<file path="src/rtl/crg_pkg.sv">
// crg_pkg: shared state types and default timing constants for the clock/reset sequencer
package crg_pkg;
   typedef enum logic [2:0] {
      RESET_PLL,
      WAIT_LOCK,
      STABLE,
      RELEASE,
      RUN,
      SW_GATE,
      SW_SEL,
      SW_UNGATE
   } state_t;
   typedef enum logic {PH_A, PH_B} phase_t;
   localparam int DEF_N_DOM = 3;
   localparam int DEF_MUX_DOM = 0;
   localparam int DEF_PLL_RST_CYC = 16;
   localparam int DEF_LOCK_TMO = 65535;
   localparam int DEF_STABLE_CYC = 256;
   localparam int DEF_GAP_CYC = 8;
   localparam int DEF_CW = 16;
   // states in which a falling lock aborts the sequence
   function automatic logic lock_watched(input state_t s);
      return !(s inside {RESET_PLL, WAIT_LOCK});
   endfunction
endpackage

</file>
<file path="src/rtl/crg_cycle_timer.sv">
// crg_cycle_timer: CW-bit down-counter shared by every sequencer step interval
// clk, rst : clock and asynchronous active-high reset (reset loads RST_VAL)
// load     : reload the counter with value
// value    : interval length in cycles
// done     : high in the last cycle of the loaded interval
module crg_cycle_timer #(
   parameter int CW = 16,
   parameter logic [CW-1:0] RST_VAL = '0
) (
   input  logic          clk,
   input  logic          rst,
   input  logic          load,
   input  logic [CW-1:0] value,
   output logic          done
);
   logic [CW-1:0] cnt;
   always_ff @(posedge clk or posedge rst)
      if (rst) cnt <= RST_VAL;
      else if (load) cnt <= value;
      else if (cnt != '0) cnt <= cnt - 1'b1;
   // an interval loaded with N on entry ends exactly N cycles later, as the count is about to reach 0
   assign done = cnt <= CW'(1);
endmodule

</file>
<file path="src/rtl/crg_seq_ctrl.sv">
// crg_seq_ctrl: PLL reset/lock qualification, ordered domain clock/reset release and safe BUFGMUX switching
// clk_src, rst_sys     : free-running source clock, asynchronous active-high reset
// pll_locked           : raw PLL lock (synchronized internally)
// pll_reset            : PLL reset
// clk_cen, dom_rst_n   : per-domain BUFGCE enables and active-low domain resets
// sw_req, sw_sel       : clock-switch request level and target select
// mux_sel, sw_ack      : BUFGMUX select for MUX_DOM, one-cycle switch acknowledge
// crg_ready, lock_lost : all domains running, one-cycle lock-loss pulse
// tmo_cnt              : saturating lock-timeout count
module crg_seq_ctrl
   import crg_pkg::*;
#(
   parameter int   N_DOM       = DEF_N_DOM,
   parameter int   MUX_DOM     = DEF_MUX_DOM,
   parameter logic SEL_RST     = 1'b0,
   parameter int   PLL_RST_CYC = DEF_PLL_RST_CYC,
   parameter int   LOCK_TMO    = DEF_LOCK_TMO,
   parameter int   STABLE_CYC  = DEF_STABLE_CYC,
   parameter int   GAP_CYC     = DEF_GAP_CYC,
   parameter int   CW          = DEF_CW
) (
   input  logic             clk_src,
   input  logic             rst_sys,
   input  logic             pll_locked,
   output logic             pll_reset,
   output logic [N_DOM-1:0] clk_cen,
   output logic [N_DOM-1:0] dom_rst_n,
   input  logic             sw_req,
   input  logic             sw_sel,
   output logic             mux_sel,
   output logic             sw_ack,
   output logic             crg_ready,
   output logic             lock_lost,
   output logic [7:0]       tmo_cnt
);
   localparam int IW = N_DOM > 1 ? $clog2(N_DOM) : 1;
   localparam logic [IW-1:0] LAST = IW'(N_DOM - 1);
   (* ASYNC_REG = "TRUE" *) logic [1:0] lock_ff;
   logic locked_s;
   state_t state;
   phase_t phase;
   logic [IW-1:0] dom;
   logic [IW-1:0] dom_nxt;
   logic armed;
   logic lost;
   logic go_sw;
   logic t_load;
   logic t_done;
   logic [CW-1:0] t_val;
   always_ff @(posedge clk_src or posedge rst_sys)
      if (rst_sys) lock_ff <= '0;
      else lock_ff <= {lock_ff[0], pll_locked};
   assign locked_s = lock_ff[1];
   assign dom_nxt = dom + 1'b1;
   // the timer reloads on every state or step entry; this mirrors the transitions taken below
   always_comb begin
      lost = !locked_s && lock_watched(state);
      go_sw = state == RUN && sw_req && armed && sw_sel != mux_sel;
      t_load = lost || go_sw || (state == WAIT_LOCK && locked_s) || (t_done && state != RUN);
      t_val = lost ? CW'(PLL_RST_CYC)
            : state == RESET_PLL ? CW'(LOCK_TMO)
            : state == WAIT_LOCK ? (locked_s ? CW'(STABLE_CYC) : CW'(PLL_RST_CYC))
            : CW'(GAP_CYC);
   end
   crg_cycle_timer #(
      .CW(CW),
      .RST_VAL(CW'(PLL_RST_CYC))
   ) u_timer (
      .clk(clk_src),
      .rst(rst_sys),
      .load(t_load),
      .value(t_val),
      .done(t_done)
   );
   always_ff @(posedge clk_src or posedge rst_sys)
      if (rst_sys) begin
         state <= RESET_PLL;
         phase <= PH_A;
         dom <= '0;
         armed <= 1'b1;
         pll_reset <= 1'b1;
         clk_cen <= '0;
         dom_rst_n <= '0;
         mux_sel <= SEL_RST;
         sw_ack <= 1'b0;
         crg_ready <= 1'b0;
         lock_lost <= 1'b0;
         tmo_cnt <= '0;
      end else begin
         sw_ack <= 1'b0;
         lock_lost <= 1'b0;
         // a request is serviced only once it has been seen low since the last ack
         if (!sw_req) armed <= 1'b1;
         if (lost) begin
            state <= RESET_PLL;
            pll_reset <= 1'b1;
            clk_cen <= '0;
            dom_rst_n <= '0;
            crg_ready <= 1'b0;
            lock_lost <= 1'b1;
         end else begin
            case (state)
               RESET_PLL:
                  if (t_done) begin
                     pll_reset <= 1'b0;
                     state <= WAIT_LOCK;
                  end
               WAIT_LOCK:
                  if (locked_s) state <= STABLE;
                  else if (t_done) begin
                     tmo_cnt <= tmo_cnt != 8'hff ? tmo_cnt + 1'b1 : tmo_cnt;
                     pll_reset <= 1'b1;
                     state <= RESET_PLL;
                  end
               STABLE:
                  if (t_done) begin
                     clk_cen[0] <= 1'b1;
                     dom <= '0;
                     phase <= PH_A;
                     state <= RELEASE;
                  end
               RELEASE:
                  if (t_done) begin
                     if (phase == PH_A) begin
                        dom_rst_n[dom] <= 1'b1;
                        phase <= PH_B;
                     end else if (dom == LAST) begin
                        crg_ready <= 1'b1;
                        state <= RUN;
                     end else begin
                        clk_cen[dom_nxt] <= 1'b1;
                        dom <= dom_nxt;
                        phase <= PH_A;
                     end
                  end
               RUN:
                  if (go_sw) begin
                     dom_rst_n[MUX_DOM] <= 1'b0;
                     crg_ready <= 1'b0;
                     phase <= PH_A;
                     state <= SW_GATE;
                  end else if (sw_req && armed) begin
                     sw_ack <= 1'b1;
                     armed <= 1'b0;
                  end
               SW_GATE:
                  if (t_done) begin
                     clk_cen[MUX_DOM] <= 1'b0;
                     phase <= PH_A;
                     state <= SW_SEL;
                  end
               SW_SEL:
                  if (t_done) begin
                     if (phase == PH_A) begin
                        mux_sel <= sw_sel;
                        phase <= PH_B;
                     end else begin
                        clk_cen[MUX_DOM] <= 1'b1;
                        phase <= PH_A;
                        state <= SW_UNGATE;
                     end
                  end
               SW_UNGATE:
                  if (t_done) begin
                     if (phase == PH_A) begin
                        dom_rst_n[MUX_DOM] <= 1'b1;
                        phase <= PH_B;
                     end else begin
                        crg_ready <= 1'b1;
                        sw_ack <= 1'b1;
                        armed <= 1'b0;
                        state <= RUN;
                     end
                  end
               default: state <= RESET_PLL;
            endcase
         end
      end
endmodule

</file>
<file path="config.mk">
export PLATFORM = sky130hd
export DESIGN_NAME = crg_seq_ctrl
export DESIGN_NICKNAME = d
export VERILOG_FILES = /design/src/rtl/crg_pkg.sv /design/src/rtl/crg_cycle_timer.sv /design/src/rtl/crg_seq_ctrl.sv
export SDC_FILE = /design/constraint.sdc
export NUM_CORES = 1
export LEC_CHECK = 0
export ABC_AREA = 1
export CORE_UTILIZATION = 50
export CTS_CLUSTER_SIZE = 20
export DETAILED_ROUTE_END_ITERATION = 8
export PLACE_DENSITY = 0.71
export SLEW_MARGIN = 20
export SYNTH_ARGS = -nofsm -noshare
export SYNTH_HDL_FRONTEND = slang
export SYNTH_SLANG_ARGS = --single-unit
</file>
<file path="constraint.sdc">
create_clock -name clk_src -period 2.5 [get_ports clk_src]
set_clock_uncertainty 0.1 [all_clocks]
set_input_delay 0.375 -clock clk_src [delete_from_list [all_inputs] [get_ports clk_src]]
set_output_delay 0.375 -clock clk_src [all_outputs]
set_load 0.02 [all_outputs]
</file>
[Word-level counts from Yosys, hierarchy flattened]
Index checks and enable logic that the tools add are counted.
Storage, ports and cells
  logic and storage cells: 181
  output and inout port bits: 19
  register bits: 44
Operators by class
  eq/ne operators: 38
  bitwise gates (word level): 5
  reductions and logical operators: 38
  magnitude comparators: 5
  $add $sub $neg: 3
  mux-type cells: 76
Operators with widths (count)
  16-bit two-way mux: 4
  3-bit two-way mux: 21
  3-bit inequality test, second input constant: 17
  1-bit two-way mux: 32
  3-bit one-hot mux with 8 select lines: 1
  9-bit two-way mux: 2
  16-bit by 1-bit less-or-equal comparator with 1-bit output, second input constant: 1
  2-bit inequality test, second input constant: 8
  16-bit nonzero test: 1
  16-bit by 1-bit subtractor with 16-bit output, second input constant: 1
  7-bit AND reduction: 2
  3-bit equality test, second input constant: 4
  2-bit two-way mux: 6
  12-bit AND reduction: 1
  4-bit AND reduction: 3
  6-bit AND reduction: 2
  2-bit nonzero test: 6
  5-bit nonzero test: 2
  1-bit logical AND: 9
  8-bit by 1-bit adder with 8-bit output, second input constant: 1
  8-bit inequality test, second input constant: 1
  8-bit AND reduction: 1
  3-bit by 2-bit equality test with 1-bit output, second input constant: 2
  2-bit by 3-bit less-than comparator with 1-bit output, second input constant: 2
  other kinds (23): 35

[Depth between registers and ports, before layout]
  word-level depth: 11
  mapped depth: 13
  mapped depth without buffers: 13

[Cells and area by module]
From an unflattened synthesis, not the netlist that was laid out.
Unflattened totals
  cell total of the unflattened synthesis: 414
  area total of the unflattened synthesis: 2979.1 µm²
Modules (own cells, without submodules)
  crg_seq_ctrl: cells an instance 218, area an instance 1706.6 µm², times used 1
  crg_cycle_timer: cells an instance 196, area an instance 1272.5 µm², times used 1

[Worst setup path after synthesis]
No wires, ideal clock.
  path type: register to register
  start: register u_timer.cnt[0]
  end: register state[0]
  cell stages (with the launch flop): 14
  setup time: 0.117 ns
  path buffers: 0
  period minus slack after synthesis: 1.854 ns
  setup slack: 0.646 ns
  arrival: 1.637 ns
  cells stage by stage: dfrtp_1 -> inv_1 -> ha_1 -> inv_1 -> nand2_1 -> nand2_1 -> nor2_1 -> nand2_2 -> nand2_1 -> nand2_1 -> a21oi_2 -> nand2_1 -> nand2_1 -> nand2_1
On the way
  longest elaborated chain between the ends: 3
  elaborated cells on any way between the ends: 9
  classes of those cells: order compare (1); eq/ne (7); reduce/logical (1)
Ends and longest elaborated chain
  start: declaration: line crg_cycle_timer.sv:16  | logic [CW-1:0] cnt;
  start signal: assignment: line crg_cycle_timer.sv:19  | else if (load) cnt <= value;
  start signal: assignment: line crg_cycle_timer.sv:20  | else if (cnt != '0) cnt <= cnt - 1'b1;
  16-bit by 1-bit less-or-equal comparator with 1-bit output *: line crg_cycle_timer.sv:22  | assign done = cnt <= CW'(1);
  4-bit inequality test (no source line) / 3-bit inequality test (equally long branches)
  12-bit AND reduction (no source line) *
  end signal: assignment: line crg_seq_ctrl.sv:77  | state <= RESET_PLL;
  end signal: assignment: line crg_seq_ctrl.sv:95  | state <= RESET_PLL;
  end signal: assignment: line crg_seq_ctrl.sv:106  | state <= WAIT_LOCK;
  end: declaration: line crg_seq_ctrl.sv:40  | state_t state;
Every way passes the cells marked *; elsewhere a longest branch is shown, timed or not.
A chain may end at the register's enable or synchronous reset.

[Worst setup path after layout]
  start: register u_timer.cnt[0]
  end: register state[2]
The elaborated chain is that of the path after synthesis.

==> summary.md <==
| Metric | Value |
|---|---|
| Hold path endpoint | lock_ff[1] |
| Final hold vios | 0 |
| Logic gate share of total power | 2.6% |
| Main combinational cell family by area after synthesis | simple AND/OR/NAND/NOR gates |
| Fin crit period | 2160 ps |
| Ys async rst share | 100% |
| Final Power | 1300 µW |
| Final nets | 410 |
| CORE AREA | 5240 µm² |
| DRT antenna net count | 0 |
| Clock-pin slew on the worst setup and hold paths | 90 ps |
| Antenna cells | 0 |
| Most instantiated library cell after synthesis | nand2_1 |
| Slack of the critical path | 339 ps |
| CTS tree | done |
| Setup Buffers After CTS | 0 |
| Max Root-Sink Buffers | 2 |
| Maxcap violations | 0 |
| Worst-skew pair later-pin latency | 300 ps |
| Setup CP Type | register to register |
| Vias in the first global route | 2320 |
| Clock share of power | 42.4% |
| CP max FO | 6 |
| Resized cells post-CTS | 0 |
| Crit share post-route | 86.4% |
| Reg-to-reg endpoint | state[2] |
| DP HPWL | 4.46 mm |
| Yosys warns | 0 |
| Hold_buf cts | 0 |
| Top cell type's share of synthesized area | 36.7% |
| CTS Buf Count | 5 |
| Area Growth Syn to Fin | 14.7% |
| RSZ-0062 raised after global routing | no |
| Die area | 5900 µm² |
| Worst Tran Pin Value | 510 ps |
| I/O Buffers | 23 |
| GRT overflow | 0 |
| Power per cell area | 405 nW/µm² |
| Mean Syn Cell Area | 7.54 µm² |
| Post-Synth Adder-Cell Area | 3.58% |
| Total global-route track usage | 22.4% |
| Iter 0 DRT Violations | 125 |
| First-pass iteration count of the detailed router | 4 |
| Die height | 76.8 µm |
| H-tree levels | 2 |
| Synth Cell Area | 2800 µm² |
| Ports | 24 |
| Post-synthesis compound-gate area fraction | 10.5% |
| Power Internal | 1020 µW |
| Setup violators final | 0 |
| Post-synthesis simple-gate area fraction | 32.8% |
| Setup crit start kind | register |
| Slew Viols, Final | 0 |
| Post-Place Worst Slack | 342 ps |
| Lkg Pwr | 0.00153 µW |
| R2R setup slack | 340 ps |
| FMAX | 463 MHz |
| Flop pwr share | 55.0% |
| Die width | 76.8 µm |
| #FFs+latches synth | 44 |
| Hold Path Depth | 0 |
| Switching pwr | 280 µW |
| Status | finished clean |
| Mux cell area share after synthesis | 0.358% |
| CP arrival | 2250 ps |
| GP Congestion | 0.978 |
| Slew HR | 65.9% |
| Syn Nets | 384 |
| Worst min-delay path class | register to register |
| Via count | 2430 |
| Final wirelength | 5.86 mm |
| Hold_sp | lock_ff[0] |
| Initial core utilization | 53.4% |
| Unique masters post-synth | 38 |
| Crit. End Element | register |
| Clk sinks | 44 |
| Worst r2r src | u_timer.cnt[0] |
| Cell accounting for the most synthesized area | dfrtp_1 |
| First-pass GRT wire length | 10.6 mm |
| Largest net degree at the start of global routing | 24 |
| Most used DFF post-synth | dfrtp_1 |
| Number of synthesized flops with an enable pin | 0 |
| # DRC | 0 |
| Share of cells above drive strength 1 | 13.1% |
| Clock root buffer | clkbuf_8 |
| Initial antenna violation count | 0 |
| Synth Area in XOR/XNOR | 4.69% |
| Sequential element share of the synthesized area | 39.5% |
| Synth cell count leaders | nand2_1 (97), inv_1 (43), dfrtp_1 (41) |
| Cells after Synth | 371 |
| DR WL/cell | 12.5 µm |
| R2R depth | 13 |
| Via density | 5.19 |
| # rows | 26 |
| WP data required | 2590 ps |
| Main area contributors after synthesis | dfrtp_1 (37%), nand2_1 (13%), inv_1 (5.8%), nand3_1 (4.5%), nor2_1 (4.3%) |
| Peak supply drop | 0.000246 V |
| Sw Ratio | 21.5% |
| Setup TNS | 0 ps |
-- worst max path at each step --
stage	start	end	slack, ps
final	u_timer.cnt[0]	state[2]	340
after global routing	u_timer.cnt[0]	u_timer.cnt[6]	50
after CTS	u_timer.cnt[0]	u_timer.cnt[6]	360
after detailed placement	sw_sel	u_timer.cnt[9]	340
after global placement	sw_sel	u_timer.cnt[13]	380
after floorplan	u_timer.cnt[0]	state[0]	650
-- sequential cells by signal, indices dropped and copies added (netlist names), 2 cells and up --
signal and count:
u_timer.cnt 16, dom 2, state 3, dom_rst_n 3, clk_cen 3, tmo_cnt 8, lock_ff 2
-- metal layers --
layer / up-vias / track usage (%) / routed length [µm]
li1: 1234 / - / -
met1: 1126 / 30.9 / 2770
met2: 61 / 35.5 / 2690
met3: 9 / 3.93 / 319
met4: 0 / 7.12 / 85
met5: - / 0 / 0
-- power by group through the flow --
stage / Sequential [µW] / Combinational [µW] / Clock [µW]
finish: 716 / 34.3 / 551
global route: 716 / 39.8 / 594
CTS: 716 / 35.9 / 565
detailed placement: 730 / 35.6 / 0
global placement: 730 / 35.4 / 0
floorplan: 730 / 16.7 / 0
-- cells in the final DEF, fill, tap and decap left out, drive strengths merged --
master,n
o21a,1
xor2,8
nand4,10
dfrtp,41
xnor2,7
o211ai,1
nand2,106
nor2,47
o311ai,1
nand3,26
buf,1
clkbuf,5
inv,52
nor3,3
mux2i,1
clkinv,2
a21oi,18
o21ai,27
o21bai,1
a31oi,2
dfstp,3
clkinvlp,1
a221oi,1
clkdlybuf4s50,23
o22ai,1
ha,8
bufinv,1
-- cell type report --
cell class                 instances  area (µm²)
fill                             485        2030
multi-input combinational        269        1460
tap                               70        87.6
clock inverter                     3        42.5
sequential                        44        1100
inverter                          53         201
timing repair buffer              24         250
clock buffer                       5        68.8
-- kinds of logic (layout without fill, tap and decap cells) --
| kind of cell | after synthesis | in the layout |
|---|---|---|
| simple gates | 192 | 192 |
| buf+inv | 58 | 85 |
| mux | 1 | 1 |
| xor+xnor | 15 | 15 |
| compound gates | 53 | 53 |
| fa+ha+maj | 8 | 8 |
| flops | 44 | 44 |
-- stage by stage --
step	instances	hold slack, ps	area (µm²)	util, %
2_1_floorplan	371	231	2800	-
3_3_place_gp	460	260	3100	59.2
3_5_place_dp	460	272	3100	59.2
4_1_cts	468	292	3210	61.3
5_1_grt	468	298	3210	61.3
6_report	468	289	3210	61.3
-- critical path, cell delays in order, from the launching register on --
cell and delay, ps:
dfrtp_1 410, inv_1 140, ha_1 240, inv_1 50, nand2_1 110, nand2_1 60
nor2_1 160, nand2_2 130, nand2_1 100, nand2_1 100, a21oi_2 210, nand2_1 110
nand2_1 70, nand2_1 60
Power figures use the tool's default switching activity.
